--- src/rtl/cu_pkg.sv ---
//------------------------------------------------------------------------------
// Module : cu_pkg
// Brief  : Opcodes, control encodings and E-stage control bundle for the
//          pipelined control unit.
// Rev    : 1.0
//------------------------------------------------------------------------------
`default_nettype none

package cu_pkg;

  localparam logic [6:0] c_op_load   = 7'b0000011;
  localparam logic [6:0] c_op_itype  = 7'b0010011;
  localparam logic [6:0] c_op_store  = 7'b0100011;
  localparam logic [6:0] c_op_rtype  = 7'b0110011;
  localparam logic [6:0] c_op_lui    = 7'b0110111;
  localparam logic [6:0] c_op_branch = 7'b1100011;
  localparam logic [6:0] c_op_jalr   = 7'b1100111;
  localparam logic [6:0] c_op_jal    = 7'b1101111;

  localparam logic [1:0] c_res_alu = 2'b00;
  localparam logic [1:0] c_res_mem = 2'b01;
  localparam logic [1:0] c_res_pc4 = 2'b10;

  localparam logic [2:0] c_imm_i = 3'b000;
  localparam logic [2:0] c_imm_s = 3'b001;
  localparam logic [2:0] c_imm_b = 3'b010;
  localparam logic [2:0] c_imm_j = 3'b011;
  localparam logic [2:0] c_imm_u = 3'b100;

  localparam logic [2:0] c_aluop_add   = 3'b000;
  localparam logic [2:0] c_aluop_sub   = 3'b001;
  localparam logic [2:0] c_aluop_funct = 3'b010;
  localparam logic [2:0] c_aluop_lui   = 3'b011;

  typedef enum logic [3:0] {
    ALU_ADD  = 4'h0,
    ALU_SUB  = 4'h1,
    ALU_AND  = 4'h2,
    ALU_OR   = 4'h3,
    ALU_XOR  = 4'h4,
    ALU_SLT  = 4'h5,
    ALU_SLTU = 4'h6,
    ALU_SLL  = 4'h7,
    ALU_SRL  = 4'h8,
    ALU_SRA  = 4'h9,
    ALU_LUI  = 4'hA
  } alu_ctrl_e;

  // All-zero value of this bundle is the pipeline bubble.
  typedef struct packed {
    logic       reg_write;
    logic [1:0] result_src;
    logic       mem_write;
    logic       jump;
    logic       branch;
    logic       alu_src;
    logic       jalr;
    alu_ctrl_e  alu_control;
    logic [2:0] funct3;
  } e_ctrl_t;

endpackage

`default_nettype wire

--- src/rtl/alu_decoder.sv ---
//------------------------------------------------------------------------------
// Module : alu_decoder
// Brief  : ALUOp/funct3/funct7 to ALU control.
// Rev    : 1.0
//------------------------------------------------------------------------------
`default_nettype none

module alu_decoder
  import cu_pkg::*;
#(
  parameter int ALU_OP_WIDTH = 3
) (
  input  logic [ALU_OP_WIDTH-1:0] alu_op,
  input  logic [2:0]              funct3,
  input  logic                    funct7_5,
  input  logic                    op_5,
  output alu_ctrl_e               alu_control
);

  always_comb begin
    alu_control = ALU_ADD;
    case (alu_op)
      ALU_OP_WIDTH'(c_aluop_sub): alu_control = ALU_SUB;
      ALU_OP_WIDTH'(c_aluop_lui): alu_control = ALU_LUI;
      ALU_OP_WIDTH'(c_aluop_funct): begin
        case (funct3)
          // Only R-type (op[5]=1) uses funct7 to select subtract; addi never does.
          3'b000:  alu_control = (funct7_5 & op_5) ? ALU_SUB : ALU_ADD;
          3'b001:  alu_control = ALU_SLL;
          3'b010:  alu_control = ALU_SLT;
          3'b011:  alu_control = ALU_SLTU;
          3'b100:  alu_control = ALU_XOR;
          3'b101:  alu_control = funct7_5 ? ALU_SRA : ALU_SRL;
          3'b110:  alu_control = ALU_OR;
          default: alu_control = ALU_AND;
        endcase
      end
      default: ;
    endcase
  end

endmodule

`default_nettype wire

--- src/rtl/branch_unit.sv ---
//------------------------------------------------------------------------------
// Module : branch_unit
// Brief  : Branch condition from ALU flags of A-B; produces PC redirect.
// Rev    : 1.0
//------------------------------------------------------------------------------
`default_nettype none

module branch_unit (
  input  logic [2:0] funct3,
  input  logic       zero,
  input  logic       neg,
  input  logic       carry,
  input  logic       ovf,
  input  logic       branch,
  input  logic       jump,
  output logic       pc_src
);

  logic w_cond;

  always_comb begin
    w_cond = 1'b0;
    case (funct3)
      3'b000:  w_cond = zero;
      3'b001:  w_cond = ~zero;
      3'b100:  w_cond = neg ^ ovf;
      3'b101:  w_cond = ~(neg ^ ovf);
      3'b110:  w_cond = ~carry;
      3'b111:  w_cond = carry;
      default: w_cond = 1'b0;
    endcase
  end

  assign pc_src = jump | (branch & w_cond);

endmodule

`default_nettype wire

--- src/rtl/main_decoder.sv ---
//------------------------------------------------------------------------------
// Module : main_decoder
// Brief  : Opcode to datapath controls; unknown opcodes decode to all zero.
// Rev    : 1.0
//------------------------------------------------------------------------------
`default_nettype none

module main_decoder
  import cu_pkg::*;
#(
  parameter int OP_WIDTH      = 7,
  parameter int ALU_OP_WIDTH  = 3,
  parameter int IMM_SRC_WIDTH = 3
) (
  input  logic [OP_WIDTH-1:0]      op,
  output logic                     reg_write,
  output logic [1:0]               result_src,
  output logic                     mem_write,
  output logic                     jump,
  output logic                     branch,
  output logic                     alu_src,
  output logic                     jalr,
  output logic [IMM_SRC_WIDTH-1:0] imm_src,
  output logic [ALU_OP_WIDTH-1:0]  alu_op
);

  always_comb begin
    reg_write  = 1'b0;
    result_src = c_res_alu;
    mem_write  = 1'b0;
    jump       = 1'b0;
    branch     = 1'b0;
    alu_src    = 1'b0;
    jalr       = 1'b0;
    imm_src    = IMM_SRC_WIDTH'(c_imm_i);
    alu_op     = ALU_OP_WIDTH'(c_aluop_add);
    case (op)
      OP_WIDTH'(c_op_load): begin
        reg_write  = 1'b1;
        result_src = c_res_mem;
        alu_src    = 1'b1;
      end
      OP_WIDTH'(c_op_store): begin
        mem_write = 1'b1;
        alu_src   = 1'b1;
        imm_src   = IMM_SRC_WIDTH'(c_imm_s);
      end
      OP_WIDTH'(c_op_rtype): begin
        reg_write = 1'b1;
        alu_op    = ALU_OP_WIDTH'(c_aluop_funct);
      end
      OP_WIDTH'(c_op_itype): begin
        reg_write = 1'b1;
        alu_src   = 1'b1;
        alu_op    = ALU_OP_WIDTH'(c_aluop_funct);
      end
      OP_WIDTH'(c_op_lui): begin
        reg_write = 1'b1;
        alu_src   = 1'b1;
        imm_src   = IMM_SRC_WIDTH'(c_imm_u);
        alu_op    = ALU_OP_WIDTH'(c_aluop_lui);
      end
      OP_WIDTH'(c_op_branch): begin
        branch  = 1'b1;
        imm_src = IMM_SRC_WIDTH'(c_imm_b);
        alu_op  = ALU_OP_WIDTH'(c_aluop_sub);
      end
      OP_WIDTH'(c_op_jal): begin
        reg_write  = 1'b1;
        result_src = c_res_pc4;
        jump       = 1'b1;
        imm_src    = IMM_SRC_WIDTH'(c_imm_j);
      end
      OP_WIDTH'(c_op_jalr): begin
        reg_write  = 1'b1;
        result_src = c_res_pc4;
        jump       = 1'b1;
        jalr       = 1'b1;
        alu_src    = 1'b1;
      end
      default: ;
    endcase
  end

endmodule

`default_nettype wire

--- src/rtl/pipelined_control_unit.sv ---
//------------------------------------------------------------------------------
// Module : pipelined_control_unit
// Brief  : D-stage decode with E/M/W control pipeline registers.
// Rev    : 1.0
//------------------------------------------------------------------------------
`default_nettype none

module pipelined_control_unit
  import cu_pkg::*;
#(
  parameter int OP_WIDTH       = 7,
  parameter int FUNCT3_WIDTH   = 3,
  parameter int ALU_CTRL_WIDTH = 4,
  parameter int IMM_SRC_WIDTH  = 3,
  parameter int ALU_OP_WIDTH   = 3
) (
  input  logic                      clk,
  input  logic                      rst,
  input  logic [OP_WIDTH-1:0]       opD,
  input  logic [FUNCT3_WIDTH-1:0]   funct3D,
  input  logic                      funct7_5D,
  input  logic                      FlushE,
  input  logic                      ZeroE,
  input  logic                      NE,
  input  logic                      CE,
  input  logic                      VE,
  output logic [IMM_SRC_WIDTH-1:0]  ImmSrcD,
  output logic [ALU_CTRL_WIDTH-1:0] ALUControlE,
  output logic                      ALUSrcE,
  output logic                      PCSrcE,
  output logic                      PCTargetSrcE,
  output logic [1:0]                ResultSrcE,
  output logic                      MemWriteM,
  output logic [FUNCT3_WIDTH-1:0]   funct3M,
  output logic                      RegWriteM,
  output logic [1:0]                ResultSrcW,
  output logic                      RegWriteW
);

  e_ctrl_t                   w_d;
  e_ctrl_t                   r_e;
  logic [ALU_OP_WIDTH-1:0]   w_alu_op;
  logic                      r_m_reg_write;
  logic [1:0]                r_m_result_src;
  logic                      r_m_mem_write;
  logic [2:0]                r_m_funct3;
  logic                      r_w_reg_write;
  logic [1:0]                r_w_result_src;

  main_decoder #(
    .OP_WIDTH      (OP_WIDTH),
    .ALU_OP_WIDTH  (ALU_OP_WIDTH),
    .IMM_SRC_WIDTH (IMM_SRC_WIDTH)
  ) u_main_decoder (
    .op         (opD),
    .reg_write  (w_d.reg_write),
    .result_src (w_d.result_src),
    .mem_write  (w_d.mem_write),
    .jump       (w_d.jump),
    .branch     (w_d.branch),
    .alu_src    (w_d.alu_src),
    .jalr       (w_d.jalr),
    .imm_src    (ImmSrcD),
    .alu_op     (w_alu_op)
  );

  alu_decoder #(
    .ALU_OP_WIDTH (ALU_OP_WIDTH)
  ) u_alu_decoder (
    .alu_op      (w_alu_op),
    .funct3      (3'(funct3D)),
    .funct7_5    (funct7_5D),
    .op_5        (opD[5]),
    .alu_control (w_d.alu_control)
  );

  assign w_d.funct3 = 3'(funct3D);

  // Reset has priority over flush; both load the all-zero bubble.
  always_ff @(posedge clk) begin
    if (rst) begin
      r_e            <= '0;
      r_m_reg_write  <= 1'b0;
      r_m_result_src <= 2'b00;
      r_m_mem_write  <= 1'b0;
      r_m_funct3     <= 3'b000;
      r_w_reg_write  <= 1'b0;
      r_w_result_src <= 2'b00;
    end else begin
      r_e            <= FlushE ? '0 : w_d;
      r_m_reg_write  <= r_e.reg_write;
      r_m_result_src <= r_e.result_src;
      r_m_mem_write  <= r_e.mem_write;
      r_m_funct3     <= r_e.funct3;
      r_w_reg_write  <= r_m_reg_write;
      r_w_result_src <= r_m_result_src;
    end
  end

  branch_unit u_branch_unit (
    .funct3 (r_e.funct3),
    .zero   (ZeroE),
    .neg    (NE),
    .carry  (CE),
    .ovf    (VE),
    .branch (r_e.branch),
    .jump   (r_e.jump),
    .pc_src (PCSrcE)
  );

  assign ALUControlE  = ALU_CTRL_WIDTH'(r_e.alu_control);
  assign ALUSrcE      = r_e.alu_src;
  assign PCTargetSrcE = r_e.jalr;
  assign ResultSrcE   = r_e.result_src;
  assign MemWriteM    = r_m_mem_write;
  assign funct3M      = FUNCT3_WIDTH'(r_m_funct3);
  assign RegWriteM    = r_m_reg_write;
  assign ResultSrcW   = r_w_result_src;
  assign RegWriteW    = r_w_reg_write;

endmodule

`default_nettype wire

--- config.mk ---
export PLATFORM = sky130hd
export DESIGN_NAME = pipelined_control_unit
export DESIGN_NICKNAME = d
export VERILOG_FILES = /design/src/rtl/cu_pkg.sv /design/src/rtl/alu_decoder.sv /design/src/rtl/branch_unit.sv /design/src/rtl/main_decoder.sv /design/src/rtl/pipelined_control_unit.sv
export SDC_FILE = /design/constraint.sdc
export NUM_CORES = 1
export LEC_CHECK = 0
export ABC_AREA = 1
export ABC_CLOCK_PERIOD_IN_PS = 1200
export BUFFER_PORTS_ARGS = -buffer_cell sky130_fd_sc_hd__buf_2
export CELL_PAD_IN_SITES_DETAIL_PLACEMENT = 1
export CELL_PAD_IN_SITES_GLOBAL_PLACEMENT = 2
export CORE_ASPECT_RATIO = 0.7
export CORE_UTILIZATION = 25
export DETAILED_ROUTE_END_ITERATION = 8
export GPL_ROUTABILITY_DRIVEN = 0
export PLACE_DENSITY_LB_ADDON = 0.1
export SETUP_SLACK_MARGIN = 0.5
export SLEW_MARGIN = 0
export SYNTH_ARGS = -nofsm -noshare
export SYNTH_HDL_FRONTEND = slang
export SYNTH_SLANG_ARGS = --single-unit
export TNS_END_PERCENT = 100
--- constraint.sdc ---
create_clock -name clk -period 1.2 [get_ports clk]
set_input_delay 0.18 -clock clk [delete_from_list [all_inputs] [get_ports clk]]
set_output_delay 0.18 -clock clk [all_outputs]
set_load 0.02 [all_outputs]
==> impl_metrics.py <==
metrics = {
    "synth": {
        "synth_cell_types": 21,
        "synth_compound_area_frac": 0.0539,
        "synth_top_cell_by_area": "dfxtp_1",
        "synth_top_flop_cell": "dfxtp_1",
        "yosysMostFrequentCell": "nor2_1",
        "synthTopCellsByCount": "nor2_1 (32), dfxtp_1 (25), nand2_1 (25)",
        "muxShareOfSynthArea": 0,
        "yosys_warnings": 0,
        "synth_top_family_by_area": "simple AND/OR/NAND/NOR gates",
        "synth_area_per_cell_um2": 7.22,
        "synth_area_um2": 1070,
        "synth.top_cell.area_share": 0.468,
        "synth_edf_count": 0,
        "synthAdderAreaFrac": 0,
        "syn-num-nets": 166,
        "ys_seq_elements": 25,
        "synth_cells": 148,
        "synth-seq-area-share": 0.468,
        "synthArstFlopShare": 0,
        "ys_top_cells_by_area": "dfxtp_1 (47%), nor2_1 (11%), nand2_1 (8.8%)",
        "synth_xor_xnor_area_share": 0,
        "synth-simple-area-share": 0.336,
    },
    "global_routing": {
        "grt_pass1_vias": 1075,
        "grt_first_pass_wirelength_mm": 4.94,
        "antenna_found_initial": 0,
        "grt_max_degree": 15,
        "gr-total-overflow": 0,
        "grt_usage": 0.147,
    },
    "critical_path": {
        "cp_data_arrival_time_ps": 1280,
        "path_cells": "inv_2 -> or2_1 -> nand3_1 -> nand3_1 -> nand2_1 -> nand2_2 -> buf_6",
        "path_class": "reg2out",
        "path_buf_inv": 2,
        "critPathMaxStageDelay_ps": 360,
        "critPathCaptureType": "primary output",
        "critPathTopFamily": "simple AND/OR/NAND/NOR gates",
        "crit_slowest_cell": "dfxtp_2",
        "path_max_fanout": 4,
        "cp.required_ps": 1020,
        "startpoint_type": "flip-flop",
        "crit_path_frequent_cell": "nand3_1",
    },
    "run": {
        "maxCapViolations": 0,
    },
    "sta": {
        "post-route-min-period_ps": 1460,
        "tightest_slew_ps": 339,
        "drv_slew": 0,
        "rsz0062_at_grt": "yes",
        "finalCritPeriodShare": 1.22,
        "skew_ps": 1.64,
        "hold_viol_final": 0,
        "setup_viol_count_final": 1,
        "finalWorstSetupSlack_ps": -261,
        "fmax_mhz": 685,
        "relSlewSlack": 0.772,
        "hold_slack_ps": 193,
    },
    "cts": {
        "cts_tree": "yes",
        "cts.sinks": 25,
        "cts_buffers": 3,
        "ctsHtreeMaxLevel": 1,
        "root_buffer": "clkbuf_8",
        "clk_pin_slew_ps": 90,
        "clk_latency_ps": 270,
        "cts.path.max_buffers": 2,
    },
    "final_layout": {
        "stdcell_area_um2": 1950,
        "multiInputGateArea_um2": 602,
        "seqCellArea_um2": 523,
        "insertedDiodeCount": 0,
        "fin_nets": 222,
        "n_fill_cell": 478,
        "drive_above_1_share": 0.606,
        "areaGrowthSynthToFinish_pct": 82.3,
    },
    "min_path": {
        "hp-class": "in2reg",
    },
    "place": {
        "port_buffers": 37,
        "dpl.hpwl_mm": 2.15,
        "dpl_cell_area_um2": 1370,
        "dp_slack_ps": 15.3,
    },
    "die": {
        "initial_utilization": 0.266,
        "dieHeight_um": 56.7,
        "rows": 19,
        "pin_count": 38,
        "die_x_um": 80.1,
        "dieArea_um2": 4540,
        "core-area_um2": 4020,
    },
    "drt": {
        "ant_nets": 0,
        "num_vias": 1096,
        "drt-initial-drc-count": 5,
        "drt_wl_total_mm": 3.08,
        "avgRoutedWirePerCell_um": 12.1,
        "drc": 0,
        "via_per_inst": 4.30,
        "drt_first_pass_iters": 3,
    },
    "pwr": {
        "p_clk_frac": 0.316,
        "power_frac_comb": 0.165,
        "pwr-share-seq": 0.519,
        "power.ir.vdd_worst_mv": 0.463,
        "p_leak_nw": 0.926,
        "switching_share": 0.267,
        "p_switching_mw": 0.435,
        "power_density_nw_per_um2": 836,
        "internal_power_mw": 1.19,
    },
    "run_status": {
        "violations": "setup timing",
        "status": "finished with violations",
    },
}
cell type report:
type	count	share of cell area
clock inverter	1	0.00257
sequential	25	0.268
inverter	26	0.0617
multi-input combinational	89	0.309
tap	52	0.0334
timing repair buffer	59	0.304
clock buffer	3	0.0212
tightest hold or removal path: stages:
cell     delay [ps]
buf_2           100
nor2_4           40
nand3_4          80
inv_2            20
stage by stage:
| stage | std cells | TNS, ps | total power, mW | utilization |
|---|---|---|---|---|
| after global routing | 255 | -355 | 1.70 | 0.485 |
| after floorplan | 148 | 0 | 0.962 | - |
| after global placement | 233 | 0 | 1.04 | 0.340 |
| after detailed placement | 233 | 0 | 1.04 | 0.340 |
| final | 255 | -261 | 1.63 | 0.485 |
| after CTS | 250 | -271 | 1.61 | 0.455 |
repair_timing:
action,4_1_cts,5_1_grt
hold buffers,0,0
pin swaps,18,16
endpoints found under the setup margin,25,32
buffers inserted,13,5
resized for setup,99,21
cell families (layout without fill, tap and decap cells):
logic type | count (synthesis) | after routing
AO/OA/AOI/OAI | 11 | 11
AND/OR/NAND/NOR | 78 | 78
flip-flops | 25 | 25
buffers and inverters | 34 | 89
sequential cells by signal, indices dropped and copies added, names as in the netlist:
| register | count |
|---|---|
| r_e | 7 |
| ALUControlE | 4 |
| funct3M | 3 |
| ResultSrcE | 2 |
| ResultSrcW | 2 |
| r_m_result_src | 2 |
| ALUSrcE | 1 |
| MemWriteM | 1 |
| PCTargetSrcE | 1 |
| RegWriteM | 1 |
| RegWriteW | 1 |
per-layer routing:
layer  up-vias  part of all wire  track usage
li1        552                 -            -
met1       522              0.45        0.182
met5         -                 0            0
met3         5             0.043       0.0439
met2        17              0.49        0.243
met4         0             0.011       0.0459
power by group through the flow:
| stage | combinational [mW] | clock [mW] | sequential, mW |
|---|---|---|---|
| 6_report | 0.269 | 0.514 | 0.844 |
| 5_1_grt | 0.292 | 0.565 | 0.845 |
| 4_1_cts | 0.246 | 0.524 | 0.844 |
| 3_5_place_dp | 0.180 | 0 | 0.862 |
| 3_3_place_gp | 0.176 | 0 | 0.862 |
| 2_1_floorplan | 0.0960 | 0 | 0.866 |
cells in the final DEF, fill, tap and decap left out, types with 4 or more instances in the layout:
| cell | Yosys | layout |
|---|---|---|
| a21oi_2 | 0 | 4 |
| buf_2 | 1 | 10 |
| buf_4 | 6 | 9 |
| buf_6 | 0 | 35 |
| buf_8 | 0 | 4 |
| dfxtp_1 | 25 | 7 |
| dfxtp_2 | 0 | 18 |
| inv_1 | 21 | 19 |
| inv_2 | 5 | 4 |
| nand2_1 | 25 | 16 |
| nand2_2 | 4 | 4 |
| nand2_4 | 1 | 8 |
| nand3_1 | 8 | 4 |
| nor2_1 | 32 | 23 |
| nor2_2 | 0 | 5 |
| nor2_4 | 2 | 6 |
worst paths after layout:
check / start / endpoint / slack [ps] / cells after the start
worst max register to register: r_e[0]$_SDFF_PP0_ / funct3M[0]$_SDFF_PP0_ / 640 / 2
worst max-delay path: r_e[1]$_SDFF_PP0_ / PCSrcE / -260 / 7
worst min-delay path: FlushE / r_e[9]$_SDFF_PP0_ / 190 / 4
worst min register to register: r_m_result_src[0]$_SDFF_PP0_ / ResultSrcW[0]$_SDFF_PP0_ / 400 / 2
Power figures use the tool's default switching activity.
